File: config.mk
export PLATFORM = sky130hd
export DESIGN_NAME = z80_bus_responder
export DESIGN_NICKNAME = d
export VERILOG_FILES = /design/src/rtl/z80_bus_pkg.sv /design/src/rtl/z80_cycle_decode.sv /design/src/rtl/z80_bus_responder.sv
export SDC_FILE = /design/constraint.sdc
export NUM_CORES = 1
export LEC_CHECK = 0
export ABC_AREA = 1
export CAP_MARGIN = 10
export CORE_MARGIN = 2
export CORE_UTILIZATION = 35
export CTS_CLUSTER_DIAMETER = 80
export DETAILED_ROUTE_END_ITERATION = 8
export PLACE_DENSITY = 0.62
export SKIP_CTS_REPAIR_TIMING = 1
export SLEW_MARGIN = 20
export SYNTH_ARGS = -nofsm -noshare
export SYNTH_HDL_FRONTEND = slang
export SYNTH_SLANG_ARGS = --single-unit
File: constraint.sdc
create_clock -name clk -period 1.5 [get_ports clk]
set_input_delay 0.3 -clock clk [delete_from_list [all_inputs] [get_ports clk]]
set_output_delay 0.3 -clock clk [all_outputs]
set_load 0.1 [all_outputs]
File: src/rtl/z80_bus_pkg.sv
// rtl/z80_bus_pkg.sv - shared cycle/state types and constants for the z80 bus responder
package z80_bus_pkg;

   typedef enum logic [2:0] {
      CYC_NONE,
      CYC_MEM_RD,
      CYC_MEM_WR,
      CYC_IO_RD,
      CYC_IO_WR,
      CYC_INTACK
   } cyc_e;

   typedef enum logic [1:0] {
      IDLE,
      ISSUE,
      DONE
   } state_e;

   localparam logic [7:0] Z80_BUS_IDLE_DATA = 8'hFF;

endpackage

File: src/rtl/z80_cycle_decode.sv
// rtl/z80_cycle_decode.sv - combinational Z80 strobe decode; INTACK decoded only with Z80_BUS_INTACK_EN
module z80_cycle_decode
   import z80_bus_pkg::*;
(
   input  logic m1_n_i,
   input  logic mreq_n_i,
   input  logic iorq_n_i,
   input  logic rd_n_i,
   input  logic wr_n_i,
   input  logic rfsh_n_i,
   output cyc_e cyc_o
);

   always_comb begin
      cyc_o = CYC_NONE;
      if (!mreq_n_i && rfsh_n_i) begin
         if (!rd_n_i) begin
            cyc_o = CYC_MEM_RD;
         end else if (!wr_n_i) begin
            cyc_o = CYC_MEM_WR;
         end
      end else if (!iorq_n_i && mreq_n_i) begin
         if (m1_n_i) begin
            if (!rd_n_i) begin
               cyc_o = CYC_IO_RD;
            end else if (!wr_n_i) begin
               cyc_o = CYC_IO_WR;
            end
         end
`ifdef Z80_BUS_INTACK_EN
         else begin
            cyc_o = CYC_INTACK;
         end
`endif
      end
   end

endmodule

File: src/rtl/z80_bus_responder.sv
// rtl/z80_bus_responder.sv - Z80 bus slave to valid/ack backend bridge; Z80_BUS_INTACK_EN enables local INTACK response
module z80_bus_responder
   import z80_bus_pkg::*;
#(
   parameter int         TIMEOUT    = 64,
   parameter logic [7:0] INT_VECTOR = 8'hFF
) (
   input  logic        clk,
   input  logic        reset_n,
   input  logic [15:0] cpu_a,
   input  logic [7:0]  cpu_do,
   output logic [7:0]  cpu_di,
   input  logic        m1_n,
   input  logic        mreq_n,
   input  logic        iorq_n,
   input  logic        rd_n,
   input  logic        wr_n,
   input  logic        rfsh_n,
   output logic        wait_n,
   output logic        bk_req,
   output logic        bk_we,
   output logic        bk_io,
   output logic [15:0] bk_addr,
   output logic [7:0]  bk_wdata,
   input  logic [7:0]  bk_rdata,
   input  logic        bk_ack,
   output logic        timeout_err
);

`ifdef Z80_BUS_INTACK_EN
   localparam bit INTACK_EN = 1'b1;
`else
   localparam bit INTACK_EN = 1'b0;
`endif

   localparam logic [7:0] TIMEOUT_LAST = 8'(TIMEOUT - 1);

   cyc_e        cyc;
   state_e      state_q, state_d;
   logic [7:0]  cnt_q, cnt_d;
   logic        bk_req_q, bk_req_d;
   logic        wait_n_q, wait_n_d;
   logic [7:0]  cpu_di_q, cpu_di_d;
   logic        bk_we_q, bk_we_d;
   logic        bk_io_q, bk_io_d;
   logic [15:0] bk_addr_q, bk_addr_d;
   logic [7:0]  bk_wdata_q, bk_wdata_d;
   logic        terr_q, terr_d;
   logic        intack_q, intack_d;
   logic        strobes_idle;
   logic        finish;

   z80_cycle_decode u_decode (
      .m1_n_i   (m1_n),
      .mreq_n_i (mreq_n),
      .iorq_n_i (iorq_n),
      .rd_n_i   (rd_n),
      .wr_n_i   (wr_n),
      .rfsh_n_i (rfsh_n),
      .cyc_o    (cyc)
   );

   assign strobes_idle = mreq_n && iorq_n;

   always_ff @(posedge clk or negedge reset_n) begin
      if (!reset_n) begin
         state_q    <= IDLE;
         cnt_q      <= 8'd0;
         bk_req_q   <= 1'b0;
         wait_n_q   <= 1'b1;
         cpu_di_q   <= Z80_BUS_IDLE_DATA;
         bk_we_q    <= 1'b0;
         bk_io_q    <= 1'b0;
         bk_addr_q  <= 16'd0;
         bk_wdata_q <= 8'd0;
         terr_q     <= 1'b0;
         intack_q   <= 1'b0;
      end else begin
         state_q    <= state_d;
         cnt_q      <= cnt_d;
         bk_req_q   <= bk_req_d;
         wait_n_q   <= wait_n_d;
         cpu_di_q   <= cpu_di_d;
         bk_we_q    <= bk_we_d;
         bk_io_q    <= bk_io_d;
         bk_addr_q  <= bk_addr_d;
         bk_wdata_q <= bk_wdata_d;
         terr_q     <= terr_d;
         intack_q   <= intack_d;
      end
   end

   always_comb begin
      state_d    = state_q;
      cnt_d      = cnt_q;
      bk_req_d   = bk_req_q;
      wait_n_d   = wait_n_q;
      cpu_di_d   = cpu_di_q;
      bk_we_d    = bk_we_q;
      bk_io_d    = bk_io_q;
      bk_addr_d  = bk_addr_q;
      bk_wdata_d = bk_wdata_q;
      terr_d     = terr_q;
      intack_d   = intack_q;
      finish     = 1'b0;
      case (state_q)
         IDLE: begin
            if (cyc != CYC_NONE) begin
               state_d    = ISSUE;
               cnt_d      = 8'd0;
               wait_n_d   = 1'b0;
               bk_addr_d  = cpu_a;
               bk_wdata_d = cpu_do;
               bk_we_d    = (cyc == CYC_MEM_WR) || (cyc == CYC_IO_WR);
               bk_io_d    = (cyc == CYC_IO_RD) || (cyc == CYC_IO_WR);
               intack_d   = INTACK_EN && (cyc == CYC_INTACK);
               bk_req_d   = !(INTACK_EN && (cyc == CYC_INTACK));
            end
         end
         ISSUE: begin
            cnt_d = cnt_q + 8'd1;
            // ack beats a timeout landing on the same edge
            if (intack_q) begin
               cpu_di_d = INT_VECTOR;
               finish   = 1'b1;
            end else if (bk_ack) begin
               if (!bk_we_q) begin
                  cpu_di_d = bk_rdata;
               end
               finish = 1'b1;
            end else if (cnt_q == TIMEOUT_LAST) begin
               cpu_di_d = Z80_BUS_IDLE_DATA;
               terr_d   = 1'b1;
               finish   = 1'b1;
            end
            if (finish) begin
               bk_req_d = 1'b0;
               wait_n_d = 1'b1;
               intack_d = 1'b0;
               state_d  = strobes_idle ? IDLE : DONE;
            end
         end
         DONE: begin
            if (strobes_idle) begin
               state_d = IDLE;
            end
         end
         default: state_d = IDLE;
      endcase
   end

   assign cpu_di      = cpu_di_q;
   assign wait_n      = wait_n_q;
   assign bk_req      = bk_req_q;
   assign bk_we       = bk_we_q;
   assign bk_io       = bk_io_q;
   assign bk_addr     = bk_addr_q;
   assign bk_wdata    = bk_wdata_q;
   assign timeout_err = terr_q;

endmodule

==> flow_metrics.env, run 1 <==
export IMPL_finClkSkew_ns=0.00707
export IMPL_slowest_stage="dfstp_2"
export IMPL_wirelength_um=4580
export IMPL_start_kind="flop"
export IMPL_grt_pass1_wl_um=7820
export IMPL_path_max_fanout=2
export IMPL_wl_per_cell_um=11.1
export IMPL_syn_area_um2=2110
export IMPL_syn_area_per_cell_um2=8.47
export IMPL_synth_top_area_share_pct=45.1
export IMPL_vias=1783
export IMPL_cp_num_buf_inv=1
export IMPL_hold_viol=0
export IMPL_h_tree_depth=2
export IMPL_place_congestion=0.746
export IMPL_stdcell_count=412
export IMPL_cp_arrival_ns=1.03
export IMPL_holdCritPathClass="flop to flop"
export IMPL_place_hpwl_um=3410
export IMPL_tightest_slew_ns=0.350
export IMPL_path_clk_slew_ns=0.08
export IMPL_insertion_delay_ns=0.30
export IMPL_antenna_found_initial=0
export IMPL_clockRootBuffer="clkbuf_8"
export IMPL_rr_startpoint="cnt_q[0]$_DFFE_PN0P_"
export IMPL_critPathTopFamily="flip-flops"
export IMPL_die_x_um=81.6
export IMPL_synth_largest_area_cell="dfrtp_1"
export IMPL_synth_area_leaders="dfrtp_1, nand2_1, dfstp_2"
export IMPL_rsz0062_at_grt="false"
export IMPL_std_cell_rows=28
export IMPL_cts_tree="built"
export IMPL_nFillCells=500
export IMPL_timing_final_crit_share_pct=88.7
export IMPL_status="complete, no violations"
export IMPL_setup_worst_path_end_class="output port"
export IMPL_post_route_drc_count=0
export IMPL_max_cap_violations=0
export IMPL_drtIter0Drc=107
export IMPL_area_growth_pct=68.2
export IMPL_setup_ws_ns=0.169
export IMPL_grt_pass1_vias=1740
export IMPL_finalNetCount=378
export IMPL_yosysSeqAreaShare_pct=56.3
export IMPL_cp_cell_sequence="buf_12"
export IMPL_drt_pass1_iter_count=4
export IMPL_fmax_mhz=751
export IMPL_crit_start="cpu_di[7]$_DFFE_PN1P_"
export IMPL_dieArea_um2=6660
export IMPL_dp_cells=402
export IMPL_numCtsBuffers=5
export IMPL_cpPeakStageDelay_ns=0.57
export IMPL_synth_nets=291
export IMPL_final_setup_viol_count=0
export IMPL_grtUsageTotal_pct=15.4
export IMPL_die_height_um=81.6
export IMPL_drive_above_1_share_pct=24.3
export IMPL_drv_slew=0
export IMPL_clock_sinks=47
export IMPL_io_buffers=77
export IMPL_min_period_ns=1.33
export IMPL_path_class="flop to output port"
export IMPL_ant_nets=0
export IMPL_netlist_instances=249
export IMPL_start_util_pct=35.8
export IMPL_grt_max_degree=48
export IMPL_required_ns=1.20
export IMPL_grt_ovfl_total=0
export IMPL_yosys_register_bits=47
export IMPL_cts_buffer_depth=2
export IMPL_antenna_cells=0
export IMPL_hp_start="cpu_di[3]$_DFFE_PN1P_"
export IMPL_place_ws_ns=-0.162
export IMPL_yosys_warnings=0
export IMPL_core_area_um2=5890
export IMPL_relSlewSlack_pct=76.6
export IMPL_io_pins=78
export IMPL_vias_per_cell=4.33
export IMPL_yosysUniqueCellTypes=22
cell type report:
class	instances	area (um2)	area share, %
timing repair buffer	88	1280	36.2
inverter	41	154	4.34
sequential	47	1190	33.5
tap	75	93.8	2.65
clock inverter	1	3.75	0.106
multi-input combinational	153	737	20.8
clock buffer	7	86.3	2.43
routing by layer:
layer	global-route usage, %	wire length (um)	vias to the layer above
met2	23.2	2040	61
met4	6.67	72	0
li1	-	-	944
met1	18.7	1930	772
met3	7.36	534	6
met5	0	0	-
worst register-to-register path, cell delays in order (launching register included):
cell and delay [ns]:
dfrtp_1 0.38, ha_2 0.21, inv_1 0.05, nor2_2 0.14, nand2_2 0.11, nand2_4 0.10, buf_12 0.12, nand3_1 0.06
nand2_1 0.07
per-stage QoR:
| stage | util [%] | cell area [um2] | setup TNS, ns | hold WS (ns) |
|---|---|---|---|---|
| floorplan | - | 2110 | 0 | 0.00441 |
| global route | 60.2 | 3550 | 0 | 0.498 |
| finish | 60.2 | 3550 | 0 | 0.483 |
| CTS | 59.7 | 3510 | 0 | -0.0283 |
| detailed placement | 58.1 | 3420 | -4.04 | 0.305 |
| global placement | 58.1 | 3420 | -1.87 | 0.303 |
cell families after synthesis:
group / Yosys count / synth area share (%)
AO/OA/AOI/OAI: 35 / 9.08
adder cells (fa/ha/maj): 1 / 0.593
buffers and inverters: 49 / 8.96
flip-flops: 47 / 56.3
AND/OR/NAND/NOR: 117 / 25.0
flip-flops by register name (all words and copies together), names as in the netlist, 2 cells and up:
name and cells:
cpu_di 8, cnt_q 8, state_q 2, bk_wdata 8, bk_addr 16
Yosys cell counts:
| library cell | number |
|---|---|
| nor2_4 | 1 |
| clkbuf_1 | 4 |
| buf_2 | 4 |
| nand3_2 | 1 |
| o21bai_1 | 1 |
| nand2_1 | 72 |
| inv_2 | 2 |
| a21boi_0 | 1 |
| dfrtp_1 | 38 |
| a21oi_1 | 4 |
| ha_1 | 1 |
| nor2_1 | 5 |
| o21ai_0 | 24 |
| nand2_4 | 2 |
| a21oi_4 | 1 |
| inv_1 | 39 |
| or2_2 | 8 |
| dfstp_2 | 9 |
| nand3_1 | 24 |
| o21ai_1 | 4 |
| nor2_2 | 2 |
| nand4_1 | 2 |
worst paths after layout:
| check | endpoint | slack (ns) | cells after the start |
|---|---|---|---|
| worst max-delay path | cpu_di[7] | 0.17 | 1 |
| worst min-delay path | cpu_di[3]$_DFFE_PN1P_ | 0.48 | 2 |
| worst max register to register | cpu_di[7]$_DFFE_PN1P_ | 0.20 | 8 |
| worst min register to register | cpu_di[3]$_DFFE_PN1P_ | 0.48 | 2 |
| max in group asynchronous | cpu_di[6]$_DFFE_PN1P_ | 0.71 | 3 |
| min in group asynchronous | bk_addr[9]$_DFFE_PN0P_ | 0.51 | 3 |
cells in the final DEF, fill, tap and decap left out:
master and instances:
nand2_1 71, buf_12 42, inv_1 39, clkdlybuf4s50_1 39
dfrtp_1 38, nand3_1 24, o21ai_0 24, dfstp_2 9
or2_2 8, clkbuf_8 6, nor2_1 5, buf_4 5
a21oi_1 4, o21ai_1 4, nor2_2 2, nand2_4 2
inv_2 2, nand4_1 2, nand2_2 1, nor2_4 1
a21oi_4 1, nand3_2 1, o21bai_1 1, a21boi_0 1
ha_2 1, clkbuf_1 1, clkinv_1 1, dlygate4sd3_1 1
buf_2 1
Power of run 1 is not shown: default switching activity piles up to over one toggle a cycle in this logic, so the estimate is an artifact.
==> run 2, diff against run 1 <==
--- a/config.mk
+++ b/config.mk
@@ -8,10 +8,10 @@
 export ABC_AREA = 1
 export CAP_MARGIN = 10
 export CORE_MARGIN = 2
-export CORE_UTILIZATION = 35
-export CTS_CLUSTER_DIAMETER = 80
+export CORE_UTILIZATION = 25
+export CTS_CLUSTER_DIAMETER = 50
 export DETAILED_ROUTE_END_ITERATION = 8
-export PLACE_DENSITY = 0.62
+export PLACE_DENSITY = 0.46
 export SKIP_CTS_REPAIR_TIMING = 1
 export SLEW_MARGIN = 20
 export SYNTH_ARGS = -nofsm -noshare
==> run 2 against run 1 <==
Via count is 0.50% lower. Worst setup slack lost 0.015 ns. Sequential share of layout area is 0.36 points lower.
==> flow_metrics.env, run 2 (same netlist as run 1, synthesis figures left out) <==
export IMPL_reg2regPathDepth=8
export IMPL_rr_startpoint="cnt_q[0]$_DFFE_PN0P_"
export IMPL_hold_ws_ns=0.483
export IMPL_critPathTopFamily="flip-flops"
export IMPL_final_setup_viol_count=0
export IMPL_hp_start="cpu_di[4]$_DFFE_PN1P_"
export IMPL_grt_pass1_vias=1660
export IMPL_grtUsageTotal_pct=11.3
export IMPL_area_growth_pct=70.0
export IMPL_fin_tns_setup_ns=0
export IMPL_grt_ovfl_total=0
export IMPL_grt_pass1_wl_um=8010
export IMPL_start_kind="flop"
export IMPL_finClkSkew_ns=0.00841
export IMPL_die_height_um=95.8
export IMPL_clock_sinks=47
export IMPL_vias_per_cell=4.00
export IMPL_die_x_um=95.8
export IMPL_relSlewSlack_pct=76.6
export IMPL_std_cell_rows=33
export IMPL_finalNetCount=380
export IMPL_crit_start="cpu_di[1]$_DFFE_PN1P_"
export IMPL_path_max_fanout=2
export IMPL_final_cell_mix="nand2_1, buf_12, inv_1, clkdlybuf4s50_1, dfrtp_1"
export IMPL_cpPeakStageDelay_ns=0.57
export IMPL_antenna_found_initial=0
export IMPL_holdCritPathClass="flop to flop"
export IMPL_ant_nets=0
export IMPL_drt_pass1_iter_count=4
export IMPL_io_pins=78
export IMPL_hold_viol=0
export IMPL_min_period_ns=1.35
export IMPL_start_util_pct=25.8
export IMPL_cp_cell_sequence="buf_12"
export IMPL_worstHoldPathCells=2
export IMPL_tightest_slew_ns=0.350
export IMPL_drv_slew=0
export IMPL_finalCoreUtilization_pct=43.8
export IMPL_grt_max_degree=48
export IMPL_setup_ws_ns=0.154
export IMPL_wl_per_cell_um=11.2
export IMPL_place_hpwl_um=3630
export IMPL_fmax_mhz=743
export IMPL_place_congestion=0.741
export IMPL_max_cap_violations=0
export IMPL_mostFrequentLayoutCell="nand2_1"
export IMPL_rsz0062_at_grt="false"
export IMPL_timing_final_crit_share_pct=89.8
export IMPL_vias=1774
export IMPL_path_clk_slew_ns=0.09
export IMPL_cp_arrival_ns=1.05
export IMPL_io_buffers=77
export IMPL_place_ws_ns=-0.104
export IMPL_numCtsBuffers=5
export IMPL_dieArea_um2=9180
export IMPL_wirelength_um=4980
export IMPL_h_tree_depth=2
export IMPL_cts_buffer_depth=2
export IMPL_status="complete, no violations"
export IMPL_clockRootBuffer="clkbuf_8"
export IMPL_insertion_delay_ns=0.30
export IMPL_setup_worst_path_end_class="output port"
export IMPL_cp_num_buf_inv=1
export IMPL_path_class="flop to output port"
export IMPL_drive_above_1_share_pct=25.1
export IMPL_post_route_drc_count=0
export IMPL_cts_tree="built"
export IMPL_slowest_stage="dfstp_2"
export IMPL_drtIter0Drc=38
export IMPL_antenna_cells=0
export IMPL_cp_depth=1
export IMPL_largest_reg_flops=16
export IMPL_required_ns=1.20
export IMPL_core_area_um2=8180
run 2: final timing paths:
path | slack [ns] | endpoint
max | 0.15 | cpu_di[1]
min | 0.48 | cpu_di[4]$_DFFE_PN1P_
max reg2reg | 0.16 | cpu_di[2]$_DFFE_PN1P_
min reg2reg | 0.48 | cpu_di[4]$_DFFE_PN1P_
max in group asynchronous | 0.71 | cpu_di[5]$_DFFE_PN1P_
min in group asynchronous | 0.51 | bk_addr[14]$_DFFE_PN0P_
run 2: area by class of cell:
cell class	count	area, um2
clock inverters	1	7.51
clock buffers	7	96.3
flip-flops and latches	47	1190
well taps	105	131
multi-input cells	153	734
repair buffers	90	1270
inverters	41	154
fillers	803	4590
run 2: metrics by stage:
stage	area (um2)	std cells
2_1_floorplan	2110	249
3_3_place_gp	3450	434
3_5_place_dp	3450	434
4_1_cts	3550	442
5_1_grt	3580	444
6_report	3580	444
run 2: routing by layer:
metal / track usage [%] / share of wire [%] / wire, um
met4: 2.50 / 0.34 / 17
met1: 14.8 / 47 / 2340
met2: 16.3 / 42 / 2080
met5: 0 / 0 / 0
met3: 6.19 / 11 / 543
run 2: worst min-delay path, cell delays in order, from the launching register on:
cell     delay (ns)
dfstp_2        0.39
nand2_1        0.06
nand2_1        0.04
Power of run 2 is left out for the same reason.
==> run 3, diff against run 2 <==
--- a/config.mk
+++ b/config.mk
@@ -9,10 +9,11 @@
 export CAP_MARGIN = 10
 export CORE_MARGIN = 2
 export CORE_UTILIZATION = 25
-export CTS_CLUSTER_DIAMETER = 50
+export CTS_CLUSTER_DIAMETER = 60
 export DETAILED_ROUTE_END_ITERATION = 8
 export PLACE_DENSITY = 0.46
 export SKIP_CTS_REPAIR_TIMING = 1
+export SKIP_LAST_GASP = 1
 export SLEW_MARGIN = 20
 export SYNTH_ARGS = -nofsm -noshare
 export SYNTH_HDL_FRONTEND = slang
==> constraint.sdc (replaced) <==
create_clock -name clk -period 1.5 [get_ports clk]
set_input_delay 0.3 -clock clk [delete_from_list [all_inputs] [get_ports clk]]
set_output_delay 0.3 -clock clk [all_outputs]
set_load 0.005 [all_outputs]
==> run 3 against run 2 <==
Critical path depth rose by 7. Largest cell class is now registers. Non-clock buffer count is 6 higher. Worst setup slack improved by 0.032 ns. Core utilization fell by 2.7 points. Register-to-register slack gained 0.03 ns. First-iteration DRC count grew to 3.0 times the previous value. Maximum frequency up 2.4%. Global-route usage rose by 0.14 points. Clock skew about the same. Routed wire length up 2.3%. Cell count increased by 1.6%. Worst hold slack lost 0.020 ns.
==> flow_metrics.env, run 3 (same netlist as run 1, synthesis figures left out) <==
export IMPL_cp_arrival_ns=1.52
export IMPL_final_setup_viol_count=0
export IMPL_path_max_fanout=5
export IMPL_total_power_mw=5.38
export IMPL_grt_max_degree=48
export IMPL_path_class="flop to flop"
export IMPL_drt_pass1_iter_count=4
export IMPL_nFillCells=867
export IMPL_worstHoldPathCells=2
export IMPL_vias=1842
export IMPL_grt_ovfl_total=0
export IMPL_min_period_ns=1.31
export IMPL_largest_reg_flops=16
export IMPL_cts_buffer_depth=2
export IMPL_final_cell_mix="nand2_1, inv_1, clkdlybuf4s50_1, dfrtp_1, dlymetal6s2s_1"
export IMPL_antenna_cells=0
export IMPL_insertion_delay_ns=0.30
export IMPL_grt_pass1_vias=1733
export IMPL_clock_sinks=47
export IMPL_io_pins=78
export IMPL_drive_above_1_share_pct=16.2
export IMPL_finalNetCount=387
export IMPL_dieArea_um2=9180
export IMPL_h_tree_depth=2
export IMPL_path_clk_slew_ns=0.09
export IMPL_drv_slew=0
export IMPL_die_height_um=95.8
export IMPL_hold_viol=0
export IMPL_grt_pass1_wl_um=8180
export IMPL_rsz0062_at_grt="false"
export IMPL_fmax_mhz=761
export IMPL_grtUsageTotal_pct=11.4
export IMPL_dpl_cell_area_um2=3080
export IMPL_drtIter0Drc=115
export IMPL_place_congestion=0.721
export IMPL_area_growth_pct=59.7
export IMPL_start_kind="flop"
export IMPL_mostFrequentLayoutCell="nand2_1"
export IMPL_wl_per_cell_um=11.3
export IMPL_required_ns=1.71
export IMPL_antenna_found_initial=0
export IMPL_leakage_nw=2.04
export IMPL_post_route_drc_count=0
export IMPL_rr_startpoint="cnt_q[0]$_DFFE_PN0P_"
export IMPL_tightest_slew_ns=0.386
export IMPL_die_x_um=95.8
export IMPL_place_hpwl_um=3540
export IMPL_core_area_um2=8180
export IMPL_max_cap_violations=0
export IMPL_numCtsBuffers=5
export IMPL_holdCritPathClass="flop to flop"
export IMPL_setup_worst_path_end_class="flop"
export IMPL_wirelength_um=5100
export IMPL_finClkSkew_ns=0.00823
export IMPL_relSlewSlack_pct=74.3
export IMPL_clockRootBuffer="clkbuf_8"
export IMPL_io_buffers=77
export IMPL_status="complete, no violations"
export IMPL_peakVddDrop_mv=0.584
export IMPL_std_cell_rows=33
export IMPL_hold_ws_ns=0.463
export IMPL_ant_nets=0
export IMPL_final_area_um2=3370
export IMPL_timing_final_crit_share_pct=87.6
export IMPL_p_per_area_nw_per_um2=1600
export IMPL_fin_tns_setup_ns=0
export IMPL_vias_per_cell=4.08
export IMPL_start_util_pct=25.8
export IMPL_rrSetupSlack_ns=0.19
export IMPL_hp_start="cpu_di[4]$_DFFE_PN1P_"
export IMPL_reg2regPathDepth=8
export IMPL_crit_start="cnt_q[0]$_DFFE_PN0P_"
export IMPL_cts_tree="built"
==> run 3: layout make-up <==
cell class	instances	area [um2]	share of cell area (%)
clock buffer	5	68.8	2.04
tap	105	131	3.90
timing repair buffer	96	1020	30.2
sequential	47	1190	35.3
clock inverter	3	67.6	2.01
inverter	41	154	4.57
multi-input combinational	154	741	22.0
==> run 3: worst paths after layout <==
path | to
hold reg to reg | cpu_di[4]$_DFFE_PN1P_
setup / recovery | bk_req$_DFFE_PN0P_
hold / removal | cpu_di[4]$_DFFE_PN1P_
min in group asynchronous | bk_addr[13]$_DFFE_PN0P_
setup reg to reg | bk_req$_DFFE_PN0P_
max in group asynchronous | cpu_di[0]$_DFFE_PN1P_
==> run 3: report_power, final <==
part	internal, mW	leakage (nW)	switching, mW	total, mW
registers	1.91	0.575	0.345	2.26
logic	1.16	1.40	0.849	2.01
clock network	0.665	0.0644	0.449	1.11
==> run 3: metal layers <==
| metal | GRT usage, % | routed length (um) |
|---|---|---|
| met5 | 0 | 0 |
| met1 | 14.5 | 2340 |
| met2 | 16.8 | 2100 |
| met3 | 6.19 | 587 |
| met4 | 3.33 | 76 |
==> run 3: per-stage QoR <==
stage / instances / utilization [%] / setup WS [ns]
after floorplan: 249 / - / 0.288
after global placement: 436 / 37.7 / -0.103
after detailed placement: 436 / 37.7 / -0.124
after CTS: 444 / 39.3 / -0.154
after global routing: 451 / 41.2 / 0.0614
final: 451 / 41.2 / 0.186
==> run 3: worst max-delay path, stage by stage (launching register included) <==
cell and delay (ns):
dfrtp_1 0.38, ha_1 0.17, inv_1 0.05, nor2_2 0.15, nand2_2 0.13, nand2_4 0.11, nand2_1 0.11, nand2_1 0.07
inv_1 0.03
(Power assumes the default switching activity.)
